## src/rtl/seg_scan_decoder_pkg.sv

```systemverilog
// Shared definitions for the 7-segment scan-bus decoder: the legal segment
// patterns (seg[0]=a .. seg[6]=g, active-low), the FSM state encoding and the frame mask.
package seg_scan_decoder_pkg;

    localparam logic [0:6] SEG_0 = 7'b0000001;
    localparam logic [0:6] SEG_1 = 7'b1001111;
    localparam logic [0:6] SEG_2 = 7'b0010010;
    localparam logic [0:6] SEG_3 = 7'b0000110;
    localparam logic [0:6] SEG_4 = 7'b1001100;
    localparam logic [0:6] SEG_5 = 7'b0100100;
    localparam logic [0:6] SEG_6 = 7'b0100000;
    localparam logic [0:6] SEG_7 = 7'b0001111;
    localparam logic [0:6] SEG_8 = 7'b0000000;
    localparam logic [0:6] SEG_9 = 7'b0000100;
    localparam logic [0:6] SEG_A = 7'b0001000;
    localparam logic [0:6] SEG_B = 7'b1100000;
    localparam logic [0:6] SEG_C = 7'b0110001;
    localparam logic [0:6] SEG_D = 7'b1000010;
    localparam logic [0:6] SEG_E = 7'b0110000;
    localparam logic [0:6] SEG_F = 7'b0111000;

    localparam logic [3:0] MASK_ALL = 4'b1111;

    typedef enum logic {
        ST_IDLE,
        ST_COLLECT
    } state_t;

endpackage

```

## src/rtl/seg7_inverse.sv

```systemverilog
// Combinational inverse of the nibble-to-segment encoder: maps an active-low
// segment pattern back to its hex nibble and flags patterns outside the table.
module seg7_inverse
    import seg_scan_decoder_pkg::*;
(
    input  logic [0:6] seg,
    output logic       legal,
    output logic [3:0] nibble
);

    always_comb begin
        legal  = 1'b1;
        nibble = 4'h0;
        case (seg)
            SEG_0:   nibble = 4'h0;
            SEG_1:   nibble = 4'h1;
            SEG_2:   nibble = 4'h2;
            SEG_3:   nibble = 4'h3;
            SEG_4:   nibble = 4'h4;
            SEG_5:   nibble = 4'h5;
            SEG_6:   nibble = 4'h6;
            SEG_7:   nibble = 4'h7;
            SEG_8:   nibble = 4'h8;
            SEG_9:   nibble = 4'h9;
            SEG_A:   nibble = 4'hA;
            SEG_B:   nibble = 4'hB;
            SEG_C:   nibble = 4'hC;
            SEG_D:   nibble = 4'hD;
            SEG_E:   nibble = 4'hE;
            SEG_F:   nibble = 4'hF;
            default: legal  = 1'b0;
        endcase
    end

endmodule

```

## src/rtl/seg_scan_decoder.sv

```systemverilog
// Rebuilds a 16-bit word from a 4-digit multiplexed 7-segment scan bus and
// reports each frame as committed, discarded (bad sample) or timed out.
module seg_scan_decoder
    import seg_scan_decoder_pkg::*;
#(
    parameter int TIMEOUT = 1024,
    parameter int CW      = 11
) (
    input  logic        clock,
    input  logic        resetn,
    input  logic [0:6]  seg,
    input  logic [3:0]  digit_sel,
    input  logic        seg_strobe,
    output logic [15:0] value,
    output logic        value_valid,
    output logic        frame_err,
    output logic        timeout,
    output logic        busy
);

    state_t        state, state_d;
    logic [3:0]    mask, mask_d;
    logic          bad, bad_d;
    logic [CW-1:0] timer, timer_d;
    logic [3:0]    nibbles   [4];
    logic [3:0]    nibbles_d [4];
    logic [15:0]   value_d;
    logic          valid_d, err_d, timeout_d;

    logic       dec_legal;
    logic [3:0] dec_nibble;
    logic       sample_ok;
    logic [3:0] sample_mask;
    logic       complete;

    seg7_inverse u_inverse (
        .seg    (seg),
        .legal  (dec_legal),
        .nibble (dec_nibble)
    );

    assign sample_ok   = seg_strobe && dec_legal && $onehot(digit_sel);
    assign sample_mask = sample_ok ? digit_sel : 4'b0000;
    // The completing digit is written this cycle, so test the post-update mask.
    assign complete    = sample_ok && ((mask | digit_sel) == MASK_ALL);
    assign busy        = (state == ST_COLLECT);

    always_comb begin
        // NOTE: every output of this block gets a default first so no path infers a latch.
        state_d   = state;
        mask_d    = mask;
        bad_d     = bad;
        timer_d   = timer;
        value_d   = value;
        valid_d   = 1'b0;
        err_d     = 1'b0;
        timeout_d = 1'b0;
        nibbles_d = nibbles;

        for (int k = 0; k < 4; k++) begin
            if (sample_mask[k]) nibbles_d[k] = dec_nibble;
        end

        case (state)
            ST_IDLE: begin
                if (seg_strobe) begin
                    state_d = ST_COLLECT;
                    timer_d = '0;
                    mask_d  = sample_mask;
                    bad_d   = !sample_ok;
                end
            end
            ST_COLLECT: begin
                timer_d = timer + CW'(1);
                mask_d  = mask | sample_mask;
                bad_d   = bad || (seg_strobe && !sample_ok);
                // Completion takes priority over a coincident timeout.
                if (complete || timer == CW'(TIMEOUT - 1)) begin
                    if (!complete)  timeout_d = 1'b1;
                    else if (bad)   err_d     = 1'b1;
                    else begin
                        valid_d = 1'b1;
                        value_d = {nibbles_d[3], nibbles_d[2], nibbles_d[1], nibbles_d[0]};
                    end
                    state_d = ST_IDLE;
                    mask_d  = '0;
                    bad_d   = 1'b0;
                    timer_d = '0;
                end
            end
            default: state_d = ST_IDLE;
        endcase
    end

    always_ff @(posedge clock or negedge resetn) begin
        if (!resetn) begin
            state       <= ST_IDLE;
            mask        <= '0;
            bad         <= 1'b0;
            timer       <= '0;
            value       <= '0;
            value_valid <= 1'b0;
            frame_err   <= 1'b0;
            timeout     <= 1'b0;
            // NOTE: the nibble bank is tiny and must read as zero after reset, so it is reset like any flop.
            nibbles     <= '{default: 4'h0};
        end else begin
            state       <= state_d;
            mask        <= mask_d;
            bad         <= bad_d;
            timer       <= timer_d;
            value       <= value_d;
            value_valid <= valid_d;
            frame_err   <= err_d;
            timeout     <= timeout_d;
            nibbles     <= nibbles_d;
        end
    end

endmodule

```

## config.mk

```make
export PLATFORM = sky130hd
export DESIGN_NAME = seg_scan_decoder
export DESIGN_NICKNAME = d
export VERILOG_FILES = /design/src/rtl/seg_scan_decoder_pkg.sv /design/src/rtl/seg7_inverse.sv /design/src/rtl/seg_scan_decoder.sv
export SDC_FILE = /design/constraint.sdc
export NUM_CORES = 1
export LEC_CHECK = 0
export CAP_MARGIN = 20
export CORE_ASPECT_RATIO = 0.75
export CORE_UTILIZATION = 40
export CTS_CLUSTER_DIAMETER = 60
export CTS_CLUSTER_SIZE = 40
export DETAILED_ROUTE_END_ITERATION = 7
export GPL_ROUTABILITY_DRIVEN = 0
export PLACE_DENSITY = 0.71
export SETUP_SLACK_MARGIN = 0.3
export SLEW_MARGIN = 20
export SYNTH_ARGS = -nofsm -noshare
export SYNTH_HDL_FRONTEND = slang
export SYNTH_SLANG_ARGS = --single-unit
```

## constraint.sdc

```tcl
create_clock -name clock -period 3.4 [get_ports clock]
set_clock_uncertainty 0.1 [all_clocks]
set_input_delay 0.68 -clock clock [delete_from_list [all_inputs] [get_ports clock]]
set_output_delay 0.68 -clock clock [all_outputs]
set_load 0.005 [all_outputs]
```

# After elaboration in Yosys (flattened, before gate mapping)
# Cells that the tools add are included.
# totals
regBits,52
inputBits,14
# classes
add_sub_neg,4
n_eq_ne,19
mux,30
bitwise,4
reduce_logical,10
# op_table
op,count
4-bit case mux with 15 select lines,1
7-bit by 6-bit equality test with 1-bit output (second input constant),5
7-bit equality test (second input constant),4
4-bit two-way mux,7
11-bit two-way mux,2
11-bit case mux with 2 select lines,1
1-bit two-way mux,16
16-bit OR reduction,1
7-bit by 3-bit equality test with 1-bit output (second input constant),2
7-bit by 4-bit equality test with 1-bit output (second input constant),2
11-bit by 1-bit adder with 11-bit output (second input constant),1
11-bit by 10-bit equality test with 1-bit output (second input constant),1
4-bit bitwise OR,2
4-bit case mux with 2 select lines,1
7-bit by 1-bit equality test with 1-bit output (second input constant),1
7-bit by 5-bit equality test with 1-bit output (second input constant),1
7-bit logical NOT,1
1-bit by 1-bit adder with 2-bit output,2
4-bit equality test (second input constant),1
1-bit logical AND,4
1-bit case mux with 2 select lines,2
4-bit AND reduction,1
2-bit by 2-bit adder with 3-bit output,1
3-bit by 1-bit equality test with 1-bit output (second input constant),1
4 further kinds,6

# Longest topological paths before layout
# Gate-level depths: netlist of run 1.
# depth
ltp_word,10
ltp_mapped,11

# By module
# From an unflattened synthesis of run 1, not the netlist that was laid out.
# unflattened
hier_cells,230
area_unflattened_um2,2670.1
# by_module_without_submodules
mod,n_inst,cells_each,area_per_inst_um2,seq_area_each_um2
seg_scan_decoder,1,177,2312.2,1301.2
seg7_inverse,1,53,357.8,0.0

# Worst setup path before layout of run 1
# OpenSTA, ideal clock, no wires.
# synth_path
path_type,input -> register
start,input digit_sel[0]
end,register value[0]
setup_time_ps,125
t_arrival_ps,3057
required_ps,3175
path_slack_ps,118
cell_stages,11
path_buffers,2
cell_sequence,inv_1 -> fa_1 -> inv_1 -> ha_1 -> ha_1 -> and4bb_2 -> o31ai_1 -> or3_1 -> buf_6 -> buf_6 -> mux2_4
# synth_between
elab_chain_cells,7
elab_cells_between_ends,11
classes_between,2 x add/sub; 2 x eq/ne; 2 x mux; 1 x bitwise; 4 x reduce/logical
# synth_lines
item,line_no,rtl
"start, declared",seg_scan_decoder.sv:12,"input logic [3:0] digit_sel,"
1-bit by 1-bit adder with 2-bit output (not written as such),seg_scan_decoder.sv:42,assign sample_ok = seg_strobe && dec_legal && $onehot(digit_sel);
2-bit by 2-bit adder with 3-bit output (not written as such),seg_scan_decoder.sv:42,
3-bit by 1-bit equality test with 1-bit output,seg_scan_decoder.sv:42,
1-bit logical AND,seg_scan_decoder.sv:42,
1-bit logical AND,seg_scan_decoder.sv:45,assign complete = sample_ok && ((mask | digit_sel) == MASK_ALL);
1-bit logical OR,seg_scan_decoder.sv:78,if (complete || timer == CW'(TIMEOUT - 1)) begin
4-bit AND reduction (no source line),n/a,
"end signal, assigned",seg_scan_decoder.sv:112,value <= value_d;
"end, declared",seg_scan_decoder.sv:14,"output logic [15:0] value,"
# Several ways; a longest one is shown, not always the timed one.
# A chain may end at the register's enable or synchronous reset.

# Final worst setup path of run 1
# layout_path
start,input seg[1] (netlist bit)
end,register value[3]
# layout_between
elab_chain_cells,8
elab_cells_between_ends,26
classes_between,15 x eq/ne; 4 x mux; 7 x reduce/logical
# layout_lines
item,line_no,rtl
"start, declared",seg_scan_decoder.sv:11,"input logic [0:6] seg,"
7-bit by 1-bit equality test with 1-bit output (tied with other cells),seg7_inverse.sv:14,case (seg)
16-bit OR reduction (no source line),n/a,
1-bit two-way mux,seg7_inverse.sv:14,
1-bit logical AND (2 in a row),seg_scan_decoder.sv:42,
1-bit logical AND,seg_scan_decoder.sv:45,
1-bit logical OR,seg_scan_decoder.sv:78,
4-bit AND reduction (no source line),n/a,
# Several ways; a longest one is shown, not always the timed one.

==> flow_summary.toml, run 1 <==
[final_layout]
antennaDiodeCount = 0
seqCellArea_um2 = 1300
syn2layout_area_growth_pct = 31.6
drive_gt1_share_pct = 29.6
stdcell_count = 395
finish.instance_area_um2 = 3620
finish.utilization_pct = 56.0
fill_cells = 560
final_common_cell = "dfrtp_1"
multi_input_area_um2 = 1410
fin_nets = 331
final_cell_mix = "dfrtp_1, buf_4, clkdlybuf4s50_1"

[global_route]
grt-ovfl-total = 0
antenna_found_initial = 0
grt_usage_pct = 19.1
grt_pass1_vias = 2208
grt_max_degree = 53
grt_pass1_wl_mm = 10.8

[synthesis]
synth_warnings = 0
syn_avg_cell_area_um2 = 11.0
synthArstFlopShare_pct = 100
ys_ff_latch = 52
ys_seq_area_share_pct = 47.3
synth.distinct_cells = 61
postSynthCellCount = 250
synthFlopType = "dfrtp_1"
netlist_area_um2 = 2750
synth_edf_count = 0
syn_nets = 268

[clock_tree]
clockBufferDepth = 2
clk_pin_slew_ns = 0.10
cts.sinks = 52
hold_buffers = 0
cts-root-buf = "clkbuf_8"
clk_latency_ns = 0.31
tritoncts = "yes"
cts_inserted_buffers = 5
htreeDepth = 2

[floorplanning]
coreArea_um2 = 6470
ioPinCount = 34
fp.dieW_um = 97.8
start_util_pct = 42.5
core.rowCount = 25
die_h_um = 73.8
die_area_um2 = 7220

[pwr]
combPwrFrac_pct = 22.4
p_int_mw = 1.11
p_sw_mw = 0.461
swShare_pct = 29.3
seqPwrFrac_pct = 50.6
pwr-share-clk_pct = 27.0
vdd_drop_max_mv = 0.244
power_density_nw_per_um2 = 434
p_leak_nw = 1.63

[critical_path]
crit_family = "compound AO/OA/AOI/OAI gates"
worst_setup_path_start_kind = "input port"
critPathRequiredTime_ns = 3.49
worstSetupPathType = "input port to register"
cp_max_fo = 8
cp-startpoint = "seg[1]"
critPathBufInv = 3
r2r_slack_ns = 1.07
cp_data_arrival_time_ns = 3.10
slowest_stage = "clkdlybuf4s50_1"
worstPathCellList = "clkdlybuf4s50_1, buf_4, a211o_1, a211oi_2, a311o_2, o31ai_2, or3_4, buf_12, mux2_4"
cp-end-kind = "register"
critPathMaxStageDelay_ns = 0.46
reg2reg_from = "timer[0]"

[timing]
maxSlewViolCount = 0
clock.fmax_mhz = 333
period_minus_slack_ns = 3.01
slew_headroom_pct = 54.0
rsz0062_at_grt = "no"
hold_viol = 0
setup_tns_ns = 0
fin_crit_sh_pct = 88.4
tightest_slew_ns = 0.688
hold_slack_ns = 0.366
setup_violations = 0

[job]
drv_cap = 0

[routing]
avgViaCountPerCell = 5.64
drc = 0
drt_pass1_iterations = 4
wl_per_cell_um = 16.3
wl_mm = 6.45
ant_nets = 0
num_vias = 2228
first_iter_violations = 99

[placement]
place.detailed.hpwl_mm = 4.44
placedCellCount = 384
portBuffers = 33
dpl_cell_area_um2 = 3390

[outcome]
status = "finished, final reports clean"

[hold_path]
hold_class = "input port to asynchronous set/reset pin"
==> through the flow <==
stage | total power, mW | setup WS [ns]
finish | 1.57 | 0.393
global route | 1.66 | 0.311
CTS | 1.58 | 0.314
detailed placement | 1.15 | -0.484
global placement | 1.13 | -0.430
floorplan | 1.02 | 0.180
==> synthesized netlist by cell type (all sizes together) (3+ instances only) <==
cell type | count | area [um2]
inv | 13 | 48.8
o21ai | 6 | 30.0
dfrtp | 52 | 1300
ha | 3 | 37.5
a31oi | 11 | 93.8
mux2 | 20 | 263
o22ai | 6 | 37.5
nand2b | 7 | 51.3
buf | 10 | 77.6
clkbuf | 4 | 15.0
a21oi | 14 | 70.1
nand2 | 20 | 75.1
nor2 | 7 | 26.3
nand3 | 12 | 65.1
nand4b | 3 | 26.3
nand3b | 3 | 22.5
nor3 | 5 | 25.0
o22a | 10 | 87.6
or2 | 3 | 18.8
==> path summary, 6_finish.rpt <==
check,to,cells past startpoint
max in group asynchronous,nibbles[5],2
min reg2reg,nibbles[10],1
max reg2reg,timer[5],7
max,value[3],9
min,timer[10],2
min in group clock,nibbles[10],1
==> power groups by stage <==
stage                     combinational [mW]  sequential [mW]  clock [mW]
after global placement                 0.326            0.804           0
after global routing                   0.395            0.809       0.453
after floorplan                        0.242            0.781           0
after detailed placement               0.339            0.807           0
after CTS                              0.350            0.796       0.433
final                                  0.352            0.797       0.425
==> sequential cells by signal (all words and copies together) (netlist names) <==
signal	cells
value_valid	1
timer	11
nibbles	16
busy	1
bad	1
timeout	1
mask	4
value	16
frame_err	1
==> routing by layer <==
metal	routed length, um	track usage [%]	up-vias
met4	45	5.22	0
met2	2960	31.0	71
met3	384	4.57	7
met5	0	0	-
li1	-	-	1058
met1	3060	25.8	1092
==> cells by family after synthesis <==
family | after synthesis | share of synthesized area (%)
xor gates and xnor gates | 2 | 0.636
DFF | 52 | 47.3
AOI/OAI and AO/OA | 71 | 20.0
adders and majority gates | 4 | 2.09
muxes | 21 | 9.91
buffers and inverters | 27 | 5.14
and+or+nand+nor | 73 | 15.0
==> worst reg2reg max path: stages, from the launching register on <==
cell and delay, ns:
dfrtp_1 0.43, ha_1 0.20, inv_1 0.08, nor4_1 0.53, nand4b_1 0.24, and2_1 0.30, nand2_1 0.19, o211ai_1 0.13
==> repair_timing <==
action | in CTS | in global routing
gates resized for setup | 19 | 16
cloned | 1 | 0
setup buffers | 2 | 0
pin swaps | 3 | 3
endpoints found under the setup margin | 45 | 17
==> cell type report <==
cell class,count,share of cell area [%]
multi-input combinational,171,39.0
sequential,52,35.9
timing repair buffer,70,17.8
tap,81,2.80
clock buffer,6,2.00
inverter,13,1.55
clock inverter,2,0.967
Power figures use the tool's default switching activity.
==> run 2: changes to the inputs <==
--- a/config.mk
+++ b/config.mk
@@ -6,13 +6,16 @@
 export NUM_CORES = 1
 export LEC_CHECK = 0
 export CAP_MARGIN = 20
+export CELL_PAD_IN_SITES_DETAIL_PLACEMENT = 1
+export CELL_PAD_IN_SITES_GLOBAL_PLACEMENT = 1
 export CORE_ASPECT_RATIO = 0.75
 export CORE_UTILIZATION = 40
+export CTS_BUF_LIST = sky130_fd_sc_hd__clkbuf_4
 export CTS_CLUSTER_DIAMETER = 60
 export CTS_CLUSTER_SIZE = 40
 export DETAILED_ROUTE_END_ITERATION = 7
 export GPL_ROUTABILITY_DRIVEN = 0
-export PLACE_DENSITY = 0.71
+export PLACE_DENSITY_LB_ADDON = 0.15
 export SETUP_SLACK_MARGIN = 0.3
 export SLEW_MARGIN = 20
 export SYNTH_ARGS = -nofsm -noshare
==> run 2 against run 1 <==
Critical endpoint is now value[8]; first-iteration DRC count fell by 41%; clock power fell by 28%; flip-flop and latch count did not move; largest cell class unchanged; critical path type unchanged.
==> flow_summary.toml, run 2 (same netlist as run 1, synthesis figures left out) <==
[pwr]
power_density_nw_per_um2 = 408
p_leak_nw = 1.64
vdd_drop_max_mv = 0.206

[final_layout]
fill_cells = 719
final_cell_mix = "dfrtp_1, buf_4, clkdlybuf4s50_1"
fin_nets = 338
syn2layout_area_growth_pct = 31.7
drive_gt1_share_pct = 30.5
antennaDiodeCount = 0
reg_top3 = "nibbles x16, value x16, timer x11"
final_common_cell = "dfrtp_1"
stdcell_count = 402

[timing]
period_minus_slack_ns = 3.04
slew_headroom_pct = 51.6
fin_crit_sh_pct = 89.3
setup_tns_ns = 0
setup_violations = 0
rsz0062_at_grt = "no"
clock.fmax_mhz = 329
maxSlewViolCount = 0
tightest_slew_ns = 0.726
hold_slack_ns = 0.215
hold_viol = 0

[global_route]
grt_pass1_wl_mm = 12.0
grt-ovfl-total = 0
grt_util_met2_pct = 34.1
grtUsageMet3_pct = 4.09
antenna_found_initial = 0
grt_pass1_vias = 2326
grt_use_met1_pct = 31.5
top_usage_layer = "met2"
grt_usage_pct = 21.8
grt_max_degree = 34

[critical_path]
cp_data_arrival_time_ns = 3.21
cp_max_fo = 4
cp-startpoint = "digit_sel[3]"
worstSetupPathType = "input port to register"
reg2reg_from = "timer[0]"
worst_setup_path_start_kind = "input port"
r2r_cells = 7
cp-end-kind = "register"
reg2reg_to = "timer[3]"
critPathRequiredTime_ns = 3.57
r2r_slack_ns = 0.91

[floorplanning]
start_util_pct = 42.5
ioPinCount = 34
die_h_um = 73.8
core.rowCount = 25
fp.dieW_um = 97.8
die_area_um2 = 7220
coreArea_um2 = 6470

[clock_tree]
cts-root-buf = "clkbuf_4"
cts_inserted_buffers = 5
clockBufferDepth = 2
cts.sinks = 52
tritoncts = "yes"
htreeDepth = 2
clk_pin_slew_ns = 0.17
clk_latency_ns = 0.38

[routing]
drc = 0
num_vias = 2253
wl_per_cell_um = 18.6
ant_nets = 0
drt_pass1_iterations = 4
wl_mm = 7.47
avgViaCountPerCell = 5.60
first_iter_violations = 58

[hold_path]
hold_class = "input port to asynchronous set/reset pin"

[placement]
portBuffers = 33
place.detailed.hpwl_mm = 5.41
placedCellCount = 389

[outcome]
status = "finished, final reports clean"

[job]
drv_cap = 0
==> run 2: worst max-delay path by stage <==
stage | end | depth (start not counted)
after detailed placement | value[7] | 11
after global routing | value[12] | 12
after global placement | value[4] | 11
after CTS | value[8] | 11
final | value[8] | 12
after floorplan | value[0] | 11
==> run 2: worst max-delay path: stages <==
cell	delay [ns]
buf_2	0.14
inv_8	0.03
fa_1	0.52
inv_1	0.04
ha_2	0.16
ha_1	0.26
and4bb_4	0.39
buf_6	0.11
nand2_2	0.07
a31oi_4	0.18
mux2_4	0.34
mux2_1	0.29
==> run 2: metal layers <==
metal	wire [um]	part of all wire, %
met5	0	0
met4	67	0.90
met3	244	3.3
met2	3380	45
met1	3770	50
==> run 2: per-stage QoR <==
| stage | worst slack [ns] | util, % | power (mW) | instance area, um2 |
|---|---|---|---|---|
| after detailed placement | -0.497 | 53.0 | 1.17 | 3430 |
| after CTS | 0.326 | 55.6 | 1.48 | 3600 |
| after global placement | -0.422 | 53.0 | 1.14 | 3430 |
| final | 0.365 | 56.0 | 1.48 | 3630 |
| after floorplan | 0.180 | - | 1.02 | 2780 |
| after global routing | 0.308 | 56.0 | 1.57 | 3630 |
==> run 2: power by group <==
group          leakage [nW]  switching, mW  internal, mW
clock network        0.0322          0.220        0.0864
logic                 0.933          0.195         0.176
registers             0.680         0.0781         0.724
total                  1.64          0.493         0.986
==> run 2: repair_timing <==
action	CTS	global route
hold buffers	0	0
setup buffers	4	0
hold endpoints to repair	0	0
cloned	1	0
setup endpoints to repair	38	10
gates resized for setup	19	13
pin swaps	2	2
==> run 2: area by class of cell <==
cell class,count,area (um2),area share (%)
repair buffers,77,693,19.1
inverters,13,56.3,1.55
clock buffers,5,37.5,1.04
clock inverters,3,25.0,0.690
well taps,81,101,2.80
flip-flops and latches,52,1300,35.9
multi-input cells,171,1410,38.9
==> run 3: changes to the inputs <==
--- a/config.mk
+++ b/config.mk
@@ -16,7 +16,6 @@
 export DETAILED_ROUTE_END_ITERATION = 7
 export GPL_ROUTABILITY_DRIVEN = 0
 export PLACE_DENSITY_LB_ADDON = 0.15
-export SETUP_SLACK_MARGIN = 0.3
 export SLEW_MARGIN = 20
 export SYNTH_ARGS = -nofsm -noshare
 export SYNTH_HDL_FRONTEND = slang
==> run 3 against run 2 <==
Maximum frequency decreased by 4.2%; non-clock buffer count shrank 1; cell area down 2.5%; critical path depth is the same; sequential power fell by 0.5%; largest power group unchanged.
==> flow_summary.toml, run 3 (same netlist as run 1, synthesis figures left out) <==
[pwr]
p_int_mw = 1.06
swShare_pct = 30.0
pwr-share-clk_pct = 24.1
combPwrFrac_pct = 23.3
p_sw_mw = 0.454
seqPwrFrac_pct = 52.7
power_density_nw_per_um2 = 428
power.total_mw = 1.51
vdd_drop_max_mv = 0.207
p_leak_nw = 1.64

[timing]
maxSlewViolCount = 0
hold_viol = 0
clock.fmax_mhz = 316
fin_crit_sh_pct = 93.2
setup_tns_ns = 0
rsz0062_at_grt = "no"
slew_headroom_pct = 56.0
fin_ws_ns = 0.232
period_minus_slack_ns = 3.17
tightest_slew_ns = 0.654
setup_violations = 0
hold_slack_ns = 0.310

[placement]
portBuffers = 33
place.detailed.hpwl_mm = 5.13
placedCellCount = 390
dpl_cell_area_um2 = 3410
dpl_worst_slack_ns = -0.448

[clock_tree]
htreeDepth = 2
cts_inserted_buffers = 5
tritoncts = "yes"
hold_buffers = 0
clk_latency_ns = 0.37
clockBufferDepth = 2
cts.sinks = 52
clk_pin_slew_ns = 0.15
cts-root-buf = "clkbuf_4"

[hold_path]
hold_class = "input port to asynchronous set/reset pin"

[final_layout]
finish.instance_area_um2 = 3540
drive_gt1_share_pct = 25.6
stdcell_count = 401
fill_cells = 708
reg_top3 = "nibbles x16, value x16, timer x11"
antennaDiodeCount = 0
final_cell_mix = "dfrtp_1, buf_4, clkdlybuf4s50_1"
final_common_cell = "dfrtp_1"
fin_nets = 337
syn2layout_area_growth_pct = 28.5
finish.utilization_pct = 54.6

[global_route]
grt-ovfl-total = 0
grt_usage_pct = 21.0
grt_pass1_wl_mm = 11.7
antenna_found_initial = 0
grt_pass1_vias = 2322
grt_max_degree = 53

[job]
drv_cap = 0

[routing]
dr_wl_met3_um = 286
drc = 0
wl_met2_mm = 3.04
num_vias = 2222
first_iter_violations = 75
drt_pass1_iterations = 4
wirelength_met1_mm = 3.61
avgViaCountPerCell = 5.54
ant_nets = 0
wl_mm = 7.01
routed.top_layer = "met4"
wl_per_cell_um = 17.5

[floorplanning]
start_util_pct = 42.5
ioPinCount = 34
die_h_um = 73.8
fp.dieW_um = 97.8
core.rowCount = 25
coreArea_um2 = 6470
die_area_um2 = 7220

[critical_path]
critPathBufInv = 4
cp-end-kind = "register"
critPathMaxStageDelay_ns = 0.54
critPathRequiredTime_ns = 3.56
cp_max_fo = 4
worstSetupPathType = "input port to register"
slowest_stage = "fa_1"
worst_setup_path_start_kind = "input port"
cp_data_arrival_time_ns = 3.33
r2r_slack_ns = 0.94
crit_family = "adder cells"
worstPathCellList = "dlygate4sd2_1, inv_1, fa_1, inv_1, ha_1, ha_1, and4bb_2, buf_6, nand2_1, a31oi_2, mux2_4, mux2_4"

[outcome]
status = "finished, final reports clean"
-- run 3: cell count changes in the layout (fill, tap and decap cells not counted), moves of 2 or more --
cell,delta
clkbuf_2,-2
inv_1,+3
mux2_4,-3
inv_2,-2
mux2_1,+2
nand2_1,+3
nand2_4,-2
dlymetal6s2s_1,+2
a31oi_2,+4
a31oi_4,-4
-- run 3: what timing repair did --
action / in CTS / in global routing
setup buffers: 2 / 1
setup endpoints to repair: 8 / 16
resized for setup: 2 / 5
pin swaps: 1 / 2
gates cloned: 0 / 0
-- run 3: layer usage --
layer | track usage [%] | up-vias
met5 | 0 | -
met4 | 5.22 | 0
met3 | 3.71 | 7
met2 | 31.8 | 38
met1 | 31.3 | 1107
li1 | - | 1070
-- run 3: power by group through the flow --
stage               clock network [mW]  logic, mW  registers (mW)
finish                           0.364      0.352           0.798
global route                     0.395      0.400           0.813
CTS                              0.378      0.356           0.796
detailed placement                   0      0.351           0.808
global placement                     0      0.335           0.805
floorplan                            0      0.240           0.781
-- run 3: worst paths after layout --
| kind | startpoint | to | cells after the start |
|---|---|---|---|
| worst min register to register | nibbles[14] | nibbles[14] | 1 |
| worst max register to register | timer[0] | timer[5] | 7 |
| min in group clock | nibbles[14] | nibbles[14] | 1 |
| worst max-delay path | digit_sel[0] | value[0] | 12 |
| max in group asynchronous | resetn | value_valid | 2 |
| worst min-delay path | resetn | nibbles[12] | 2 |
-- run 3: final cells by class --
type                       count  area [um2]  share of cell area [%]
sequential                    52        1300                    36.8
tap                           81         101                    2.87
inverter                      13        48.8                    1.38
clock buffer                   6        45.0                    1.27
timing repair buffer          76         681                    19.2
clock inverter                 2        38.8                    1.10
multi-input combinational    171        1320                    37.4
